===== src/rtl/muldiv_seq_pkg.sv =====
// Shared encodings for the iterative multiply/divide sequencer: operand width,
// mult/div opcodes, borrowed alu opcodes and sequencer state encoding.
package muldiv_seq_pkg;

  localparam int unsigned XLEN    = 32;
  localparam int unsigned ALUOP_W = 5;

  localparam logic [1:0] MDOP_MULTU = 2'b00;
  localparam logic [1:0] MDOP_MULT  = 2'b01;
  localparam logic [1:0] MDOP_DIVU  = 2'b10;
  localparam logic [1:0] MDOP_DIV   = 2'b11;

  localparam logic [ALUOP_W-1:0] ALUOP_ADD = 5'd0;
  localparam logic [ALUOP_W-1:0] ALUOP_SUB = 5'd1;

  typedef enum logic [2:0] {
    MD_IDLE  = 3'd0,
    MD_LOAD  = 3'd1,
    MD_ITER  = 3'd2,
    MD_FIXUP = 3'd3,
    MD_DONE  = 3'd4
  } md_state_e;

endpackage


===== src/rtl/muldiv_seq_negate.sv =====
// Conditional two's-complement negate of a WIDTH-bit value.
module muldiv_seq_negate #(
  parameter int unsigned WIDTH = 32
) (
  input  logic             en_i,
  input  logic [WIDTH-1:0] val_i,
  output logic [WIDTH-1:0] res_o
);

  assign res_o = en_i ? (~val_i + WIDTH'(1)) : val_i;

endmodule


===== src/rtl/muldiv_seq.sv =====
// Iterative MULT/MULTU/DIV/DIVU sequencer owning HI/LO and borrowing the shared alu.
// Optional MULDIV_EARLY_OUT_EN: multiply finishes early once the remaining multiplier is zero.
module muldiv_seq
  import muldiv_seq_pkg::*;
#(
  parameter int unsigned ITER = 32
) (
  input  logic               clk,
  input  logic               rst_n,
  input  logic               start,
  input  logic [1:0]         mdop,
  input  logic [XLEN-1:0]    rs_val,
  input  logic [XLEN-1:0]    rt_val,
  output logic               busy,
  output logic               done,
  output logic [XLEN-1:0]    hi,
  output logic [XLEN-1:0]    lo,
  output logic               alu_req,
  input  logic               alu_gnt,
  output logic [XLEN-1:0]    alu_a,
  output logic [XLEN-1:0]    alu_b,
  output logic [ALUOP_W-1:0] alu_op,
  input  logic [XLEN-1:0]    alu_result
);

  localparam int unsigned CNT_W = $clog2(ITER + 1);
  localparam int unsigned SH_W  = CNT_W + 1;
  localparam int unsigned PW    = 2 * XLEN;

  md_state_e          state_q, state_d;
  logic [1:0]         op_q, op_d;
  logic [XLEN-1:0]    acc_q, acc_d;    // multiply accumulator / divide remainder
  logic [XLEN-1:0]    mpl_q, mpl_d;    // multiplier+product low / quotient
  logic [XLEN-1:0]    opb_q, opb_d;    // multiplicand / divisor
  logic [CNT_W-1:0]   cnt_q, cnt_d;
  logic               negq_q, negq_d, negr_q, negr_d;
  logic [XLEN-1:0]    hi_q, hi_d, lo_q, lo_d;
  logic [XLEN-1:0]    alu_a_q, alu_a_d, alu_b_q, alu_b_d;
  logic [ALUOP_W-1:0] alu_op_q, alu_op_d;
  logic               busy_q, busy_d, done_q, done_d, alu_req_q, alu_req_d;

  logic               neg_a_en, neg_b_en;
  logic [XLEN-1:0]    neg_b_in, neg_a_res, neg_b_res;
  logic [PW-1:0]      neg_p_res;

  logic [XLEN-1:0]    mul_sum;
  logic               mul_carry, mul_early;
  logic [PW:0]        mul_cat;
  logic [PW-1:0]      mul_shifted;
  logic [SH_W-1:0]    mul_shamt;
  logic [XLEN-1:0]    rem_sh;
  logic               div_ge, iter_last;

  muldiv_seq_negate #(.WIDTH(XLEN)) u_neg_a (
    .en_i  (neg_a_en),
    .val_i (mpl_q),
    .res_o (neg_a_res)
  );

  muldiv_seq_negate #(.WIDTH(XLEN)) u_neg_b (
    .en_i  (neg_b_en),
    .val_i (neg_b_in),
    .res_o (neg_b_res)
  );

  muldiv_seq_negate #(.WIDTH(PW)) u_neg_p (
    .en_i  (negq_q),
    .val_i ({acc_q, mpl_q}),
    .res_o (neg_p_res)
  );

  // Per-iteration datapath; the alu operands were registered from these same values.
  always_comb begin
    mul_sum   = mpl_q[0] ? alu_result : acc_q;
    mul_carry = mpl_q[0] & (alu_result < acc_q);
    mul_cat   = {mul_carry, mul_sum, mpl_q};
`ifdef MULDIV_EARLY_OUT_EN
    mul_early = ((mpl_q & ({XLEN{1'b1}} >> cnt_q) & ~XLEN'(1)) == '0);
    mul_shamt = mul_early ? (SH_W'(ITER) - SH_W'(cnt_q)) : SH_W'(1);
`else
    mul_early = 1'b0;
    mul_shamt = SH_W'(1);
`endif
    mul_shifted = PW'(mul_cat >> mul_shamt);
    rem_sh      = {acc_q[XLEN-2:0], mpl_q[XLEN-1]};
    div_ge      = acc_q[XLEN-1] | ~(rem_sh < opb_q);
    iter_last   = (cnt_q == CNT_W'(ITER - 1));
  end

  always_comb begin
    state_d  = state_q;
    op_d     = op_q;
    acc_d    = acc_q;
    mpl_d    = mpl_q;
    opb_d    = opb_q;
    cnt_d    = cnt_q;
    negq_d   = negq_q;
    negr_d   = negr_q;
    hi_d     = hi_q;
    lo_d     = lo_q;
    neg_a_en = 1'b0;
    neg_b_en = 1'b0;
    neg_b_in = opb_q;

    case (state_q)
      MD_IDLE: begin
        if (start) begin
          state_d = MD_LOAD;
          op_d    = mdop;
          mpl_d   = rs_val;
          opb_d   = rt_val;
        end
      end
      MD_LOAD: begin
        neg_a_en = op_q[0] & mpl_q[XLEN-1];
        neg_b_en = op_q[0] & opb_q[XLEN-1];
        negq_d   = op_q[0] & (mpl_q[XLEN-1] ^ opb_q[XLEN-1]);
        negr_d   = op_q[0] & mpl_q[XLEN-1];
        acc_d    = '0;
        cnt_d    = '0;
        if (op_q[1] && (opb_q == '0)) begin
          hi_d    = mpl_q;
          lo_d    = '1;
          state_d = MD_DONE;
        end else if (op_q[1]) begin
          mpl_d   = neg_a_res;
          opb_d   = neg_b_res;
          state_d = MD_ITER;
        end else begin
          opb_d   = neg_a_res;
          mpl_d   = neg_b_res;
          state_d = MD_ITER;
        end
      end
      MD_ITER: begin
        if (alu_gnt) begin
          cnt_d = cnt_q + CNT_W'(1);
          if (op_q[1]) begin
            acc_d = div_ge ? alu_result : rem_sh;
            mpl_d = {mpl_q[XLEN-2:0], div_ge};
            if (iter_last) state_d = MD_FIXUP;
          end else begin
            {acc_d, mpl_d} = mul_shifted;
            if (iter_last || mul_early) state_d = MD_FIXUP;
          end
        end
      end
      MD_FIXUP: begin
        if (op_q[1]) begin
          neg_a_en = negq_q;
          neg_b_en = negr_q;
          neg_b_in = acc_q;
          lo_d     = neg_a_res;
          hi_d     = neg_b_res;
        end else begin
          {hi_d, lo_d} = neg_p_res;
        end
        state_d = MD_DONE;
      end
      MD_DONE: state_d = MD_IDLE;
      default: state_d = MD_IDLE;
    endcase

    // Outputs are registered from next state so the alu sees this iteration's operands.
    busy_d    = (state_d == MD_LOAD) || (state_d == MD_ITER) || (state_d == MD_FIXUP);
    done_d    = (state_d == MD_DONE);
    alu_req_d = (state_d == MD_ITER);
    alu_a_d   = '0;
    alu_b_d   = '0;
    alu_op_d  = ALUOP_ADD;
    if (state_d == MD_ITER) begin
      alu_b_d = opb_d;
      if (op_d[1]) begin
        alu_a_d  = {acc_d[XLEN-2:0], mpl_d[XLEN-1]};
        alu_op_d = ALUOP_SUB;
      end else begin
        alu_a_d  = acc_d;
      end
    end
  end

  always_ff @(posedge clk or negedge rst_n) begin
    if (!rst_n) begin
      state_q   <= MD_IDLE;
      op_q      <= '0;
      acc_q     <= '0;
      mpl_q     <= '0;
      opb_q     <= '0;
      cnt_q     <= '0;
      negq_q    <= 1'b0;
      negr_q    <= 1'b0;
      hi_q      <= '0;
      lo_q      <= '0;
      busy_q    <= 1'b0;
      done_q    <= 1'b0;
      alu_req_q <= 1'b0;
      alu_a_q   <= '0;
      alu_b_q   <= '0;
      alu_op_q  <= ALUOP_ADD;
    end else begin
      state_q   <= state_d;
      op_q      <= op_d;
      acc_q     <= acc_d;
      mpl_q     <= mpl_d;
      opb_q     <= opb_d;
      cnt_q     <= cnt_d;
      negq_q    <= negq_d;
      negr_q    <= negr_d;
      hi_q      <= hi_d;
      lo_q      <= lo_d;
      busy_q    <= busy_d;
      done_q    <= done_d;
      alu_req_q <= alu_req_d;
      alu_a_q   <= alu_a_d;
      alu_b_q   <= alu_b_d;
      alu_op_q  <= alu_op_d;
    end
  end

  assign busy    = busy_q;
  assign done    = done_q;
  assign hi      = hi_q;
  assign lo      = lo_q;
  assign alu_req = alu_req_q;
  assign alu_a   = alu_a_q;
  assign alu_b   = alu_b_q;
  assign alu_op  = alu_op_q;

endmodule


===== config.mk =====
export PLATFORM = sky130hd
export DESIGN_NAME = muldiv_seq
export DESIGN_NICKNAME = d
export VERILOG_FILES = /design/src/rtl/muldiv_seq_pkg.sv /design/src/rtl/muldiv_seq_negate.sv /design/src/rtl/muldiv_seq.sv
export SDC_FILE = /design/constraint.sdc
export NUM_CORES = 1
export LEC_CHECK = 0
export CORE_MARGIN = 2
export CORE_UTILIZATION = 61
export DETAILED_ROUTE_END_ITERATION = 7
export PLACE_DENSITY = 0.85
export SLEW_MARGIN = 10
export SYNTH_ARGS = -nofsm -noshare
export SYNTH_HDL_FRONTEND = slang
export SYNTH_SLANG_ARGS = --single-unit

===== constraint.sdc =====
create_clock -name clk -period 8.4 [get_ports clk]
set_input_delay 0.84 -clock clk [delete_from_list [all_inputs] [get_ports clk]]
set_output_delay 0.84 -clock clk [all_outputs]
set_load 0.01 [all_outputs]

==> results.yml, run 1 <==
synth:
  synth_cell_types: 73
  yosysTopAreaCell: "dfrtp_1"
  synth_xor_area_frac: 0.0762
  synthMuxAreaShare: 0.0465
  yosysMostFrequentCell: "nand2_1"
  synth_top_cells_by_count: "nand2_1 (294), dfrtp_1 (241), a21oi_1 (167)"
  synth_top_family_by_area: "compound AO/OA/AOI/OAI gates"
  postSynthAreaPerCell_um2: 8.22
  synthSimpleGateAreaFrac: 0.175
  ys_seq_area_frac: 0.357
  async_reset_ff_frac: 1.00
  yosys_warnings: 0
  synth_flop_cell: "dfrtp_1"
  synth_compound_area_frac: 0.235
  synth_area_leaders: "dfrtp_1 (36%), nand2_1 (6.5%), xnor2_1 (5.8%)"
  syn_inst: 2055
  yosysTopAreaCellShare: 0.357
  synth_area_um2: 16900
  synth_edf_count: 0
  synth_seq_cells: 241
  synth-adder-area-share: 0.0481
route:
  route.detailed.drc: 0
  initialDrtViolationCount: 2644
  vias_per_cell: 6.91
  ant_nets: 0
  vias: 17600
  wl_per_cell_um: 25.7
  first_pass_iters: 7
  wl_um: 65500
floorplan:
  die_w_um: 170
  row_count: 60
  start_util: 0.623
  chipHeight_um: 170
  io-pin-count: 238
  core-area_um2: 27100
  die-area_um2: 29000
timing:
  finalSetupTns_ns: 0
  maxSlewViolCount: 0
  setup_viol: 0
  min_period_over_period: 0.495
  rsz0062_at_grt: "no"
  period_needed_ns: 4.16
  max_freq_mhz: 241
  worst_slew_pin_slew_ns: 1.32
  fin_ws_ns: 4.24
  maxSlewHeadroom: 0.114
  hold_violations: 0
  skew_ns: 0.0227
worst_setup_path:
  path_class: "flop to flop"
  startpoint_type: "flop"
  path_max_fanout: 35
  crit_arrival_ns: 4.57
  required_ns: 8.81
  setup.worst_path.end_class: "flop"
clock_tree:
  holdBufCountCts: 0
  clkSinkCount: 241
  clk_latency_ns: 0.57
  cts_tree: "built"
  cts_buffers: 27
  clockBufferDepth: 3
  postCtsSetupBuffers: 0
  cts_root_buffer: "clkbuf_16"
  post_cts_resized: 0
  clk_pin_slew_ns: 0.06
  h-tree-depth: 1
placement:
  place_inst: 2504
  port_buffers: 233
  dp_slack_ns: 4.45
  place_hpwl_um: 45900
  dpl-instance-area_um2: 19200
  gp_congestion: 1.03
finish:
  area_delta_synth_final_pct: 18.9
  layout-drive-gt1-share: 0.0551
  fill_cells: 2018
  finalNonFillerCells: 2552
  nets: 2328
  final_area_um2: 20100
  final_util: 0.741
run_status:
  status: "completed"
power:
  ir_worst_vdd_mv: 0.321
  leakagePower_uw: 0.00832
  power_density_nw_per_um2: 448
global_routing:
  grt_remaining_overflow: 0
  grt_max_degree: 145
  grtUsageTotal: 0.444
  antenna_found_initial: 4
  grt_pass1_wl_um: 98500
  grt_pass1_vias: 16500
job:
  maxCapViolCount: 0
worst_hold_path:
  min_path_type: "input pin to async pin"
==> worst paths after layout <==
path / start / to / slack (ns) / cells past startpoint
hold reg to reg: cnt_q[4] / cnt_q[4] / 0.52 / 1
setup reg to reg: op_q[1] / mpl_q[24] / 4.24 / 9
max in group asynchronous: rst_n / acc_q[8] / 6.78 / 2
min in group clk: cnt_q[4] / cnt_q[4] / 0.52 / 1
setup / recovery: op_q[1] / mpl_q[24] / 4.24 / 9
hold / removal: rst_n / mpl_q[28] / 0.32 / 1
==> layout make-up <==
| class | instances | area, µm² | share of cell area |
|---|---|---|---|
| diodes | 1 | 2.50 | 0.000125 |
| flip-flops and latches | 241 | 6040 | 0.301 |
| clock buffers | 36 | 779 | 0.0388 |
| repair buffers | 259 | 2540 | 0.127 |
| inverters | 72 | 270 | 0.0135 |
| multi-input cells | 1560 | 9870 | 0.491 |
| clock inverters | 11 | 115 | 0.00573 |
| well taps | 372 | 465 | 0.0232 |
==> layout by cell type (no fill, tap or decap), types with 13 or more instances in the layout <==
| cell type | n |
|---|---|
| nand4_1 | 22 |
| ha_1 | 65 |
| o211ai_1 | 59 |
| a21oi_1 | 167 |
| xnor2_1 | 111 |
| a31oi_1 | 50 |
| and2_1 | 24 |
| o21ai_1 | 16 |
| a22oi_1 | 54 |
| o31ai_1 | 21 |
| nor3_1 | 54 |
| o22ai_1 | 13 |
| clkdlybuf4s50_1 | 232 |
| a22o_1 | 32 |
| nor2_1 | 140 |
| xor2_1 | 36 |
| inv_1 | 69 |
| nor4_1 | 17 |
| o21ai_0 | 117 |
| buf_4 | 25 |
| nand2_1 | 294 |
| nand3_1 | 39 |
| dfrtp_1 | 239 |
| mux2i_1 | 65 |
| clkbuf_16 | 27 |
==> flip-flops by register name, indices dropped and copies added (netlist names) <==
name / flops
acc_q: 32
alu_op: 1
negr_q: 1
done: 1
cnt_q: 6
state_q: 3
opb_q: 32
hi: 32
alu_b: 32
mpl_q: 32
op_q: 2
alu_req: 1
busy: 1
alu_a: 32
negq_q: 1
lo: 32
==> critical path: stages, from the launching register on <==
cell	delay, ns
dfrtp_4	0.76
and4b_1	0.80
buf_4	0.40
nand3_1	0.21
a2111oi_4	0.77
nand2_1	0.15
o21ai_0	0.25
xor2_1	0.18
a221oi_1	0.33
o211ai_1	0.14
==> routing by layer <==
layer  track usage  routed length [µm]  up-vias
met3         0.124                9310      264
met2         0.659               27900     1441
met1         0.615               25100     8374
li1              -                   -     7556
met5        0.0104                  74        -
met4         0.173                3080        8
==> logic make-up after synthesis <==
logic type      count (synthesis)
other cells                     1
compound gates                616
simple gates                  651
buf+inv                       257
flops                         241
mux                            77
fa+ha+maj                      65
xor+xnor                      147
==> power by group <==
group          total [µW]  leakage, µW  switching (µW)  internal (µW)
registers            2510      0.00307             849           1660
clock network        1220     0.000446             514            708
logic                5270      0.00480            3220           2050
total                9000      0.00832            4580           4420
==> through the flow <==
stage	hold WS, ns	power [µW]
after floorplan	0.469	5570
after global placement	0.498	7350
after detailed placement	0.496	7490
after CTS	0.357	8750
after global routing	0.375	9400
final	0.317	9000
Power figures use the tool's default switching activity.
==> inputs of run 2 (changes only) <==
Settings changed: CORE_UTILIZATION 61 to 56, PLACE_DENSITY 0.85 to 0.79.
Clock period 8.4 ns to 4.25 ns, I/O delays scaled along.
==> run 2 against run 1 <==
Final area is 2.6% higher. Cell count is 2.6% higher. Clock power is 120% higher. Worst setup slack worse by 3.7 ns. Non-clock buffer count is 47 higher. Sequential share of layout area is 0.77 points lower. Largest power group unchanged. Sequential power is 90% higher. Die area is 8.7% higher. The run now ends with DRC, hold timing left.
==> results.yml, run 2 (synthesis results as in run 1) <==
route:
  vias: 18000
  route.detailed.drc: 4
  ant_nets: 0
  vias_per_cell: 6.89
  wl_um: 69800
  initialDrtViolationCount: 2683
  first_pass_iters: 8
  wl_per_cell_um: 26.6
placement:
  place_hpwl_um: 50700
  port_buffers: 233
  gp_congestion: 1.05
  dpl-instance-area_um2: 19600
finish:
  layout_common_cells: "nand2_1 (294), dfrtp_1 (239), clkdlybuf4s50_1 (232)"
  nets: 2375
  fill_cells: 2333
  layout-drive-gt1-share: 0.0754
  final_area_um2: 20600
  area_delta_synth_final_pct: 22.0
  final_common_cell: "nand2_1"
  seqCellArea_um2: 6040
  n_antenna_cell: 0
  multi_input_area_um2: 9860
timing:
  hold_violations: 19
  setup_viol: 0
  worst_slew_pin_slew_ns: 1.11
  whs_ns: -0.0166
  maxSlewViolCount: 0
  finalSetupTns_ns: 0
  maxSlewHeadroom: 0.260
  rsz0062_at_grt: "no"
  period_needed_ns: 3.67
  min_period_over_period: 0.863
  max_freq_mhz: 273
  skew_ns: 0.0129
global_routing:
  grtUsageTotal: 0.441
  grt_remaining_overflow: 0
  grt_pass1_wl_um: 105000
  antenna_found_initial: 0
  grt_pass1_vias: 17100
  grt_max_degree: 128
floorplan:
  chipHeight_um: 178
  die_w_um: 178
  io-pin-count: 238
  row_count: 63
  core-area_um2: 29600
  die-area_um2: 31600
  start_util: 0.570
clock_tree:
  h-tree-depth: 1
  clkSinkCount: 241
  holdBufCountCts: 0
  cts_root_buffer: "clkbuf_16"
  cts_buffers: 27
  clk_latency_ns: 0.56
  cts_tree: "built"
  postCtsSetupBuffers: 0
  clockBufferDepth: 3
  clk_pin_slew_ns: 0.06
  post_cts_resized: 0
worst_setup_path:
  cp_slowest_cell: "or4_4"
  crit_end: "hi[29]"
  startpoint_type: "flop"
  cp_cell_sequence: "nor3_1 > nand4_1 > or4_4 > or3_1 > or4_1 > a22oi_2 > xnor2_1 > o21ai_1"
  path_max_fanout: 11
  crit_arrival_ns: 4.09
  crit_path_max_incr_delay_ns: 0.78
  rr_startpoint: "mpl_q[14]"
  rrSetupSlack_ns: 0.58
  crit_start: "mpl_q[14]"
  required_ns: 4.67
  setup.worst_path.end_class: "flop"
  rr_worst_depth: 8
  r2r-end: "hi[29]"
  path_class: "flop to flop"
power:
  power_density_nw_per_um2: 898
  ir_worst_vdd_mv: 0.643
  leakagePower_uw: 0.00862
job:
  maxCapViolCount: 0
worst_hold_path:
  min_path_type: "input pin to async pin"
run_status:
  failed_checks: "DRC, hold timing"
  status: "finished, violations left"
-- run 2: changes by cell type in the layout (fill, tap and decap cells not counted), sizes merged --
cell / before / now
buf: 27 / 74
clkinv: 8 / 6
inv: 72 / 73
diode: 1 / 0
bufinv: 2 / 7
clkbuf: 36 / 35
-- run 2: how the worst min path moves through the flow --
stage | start | to | slack, ns | cells after the start
after floorplan | rst_n | acc_q[0] | 0.13 | 0
after global placement | negr_q | negr_q | 0.50 | 2
after detailed placement | negr_q | negr_q | 0.51 | 2
after CTS | rst_n | hi[30] | 0.04 | 1
after global routing | rst_n | lo[25] | 0.08 | 1
final | rst_n | lo[26] | -0.02 | 1
-- run 2: critical path, delay by kind of cell (launching register included) --
kind            cells  cell delay, ns
simple gates        5            2.39
xor+xnor            1            0.29
flops               1            0.53
compound gates      2            0.31
-- run 2: stage by stage --
stage,hold slack (ns),total power (µW),util,std cells,setup slack (ns)
3_5_place_dp,0.509,15300,0.661,2569,0.718
5_1_grt,0.0806,19400,0.695,2619,0.458
4_1_cts,0.0397,18100,0.695,2619,0.689
2_1_floorplan,0.129,11000,-,2058,0.947
3_3_place_gp,0.496,15000,0.661,2569,0.758
6_report,-0.0166,18500,0.695,2619,0.582
-- run 2: report_power, final --
| part | switching (µW) | total, µW | leakage, µW | internal (µW) |
|---|---|---|---|---|
| sequential | 1480 | 4760 | 0.00307 | 3280 |
| clock | 1030 | 2730 | 0.000506 | 1690 |
| combinational | 6760 | 11000 | 0.00505 | 4250 |
| total | 9280 | 18500 | 0.00862 | 9230 |
-- run 2: per-layer routing --
| metal | global-route usage | share of wire | wire, µm |
|---|---|---|---|
| met5 | 0 | 0 | 0 |
| met4 | 0.190 | 0.052 | 3620 |
| met3 | 0.106 | 0.13 | 9190 |
| met2 | 0.655 | 0.43 | 29700 |
| met1 | 0.614 | 0.39 | 27300 |
-- run 2: area by class of cell --
cell class | count | area share
clock inverters | 15 | 0.0128
inverters | 72 | 0.0131
multi-input cells | 1560 | 0.479
repair buffers | 306 | 0.142
well taps | 390 | 0.0237
flip-flops and latches | 241 | 0.293
clock buffers | 35 | 0.0372
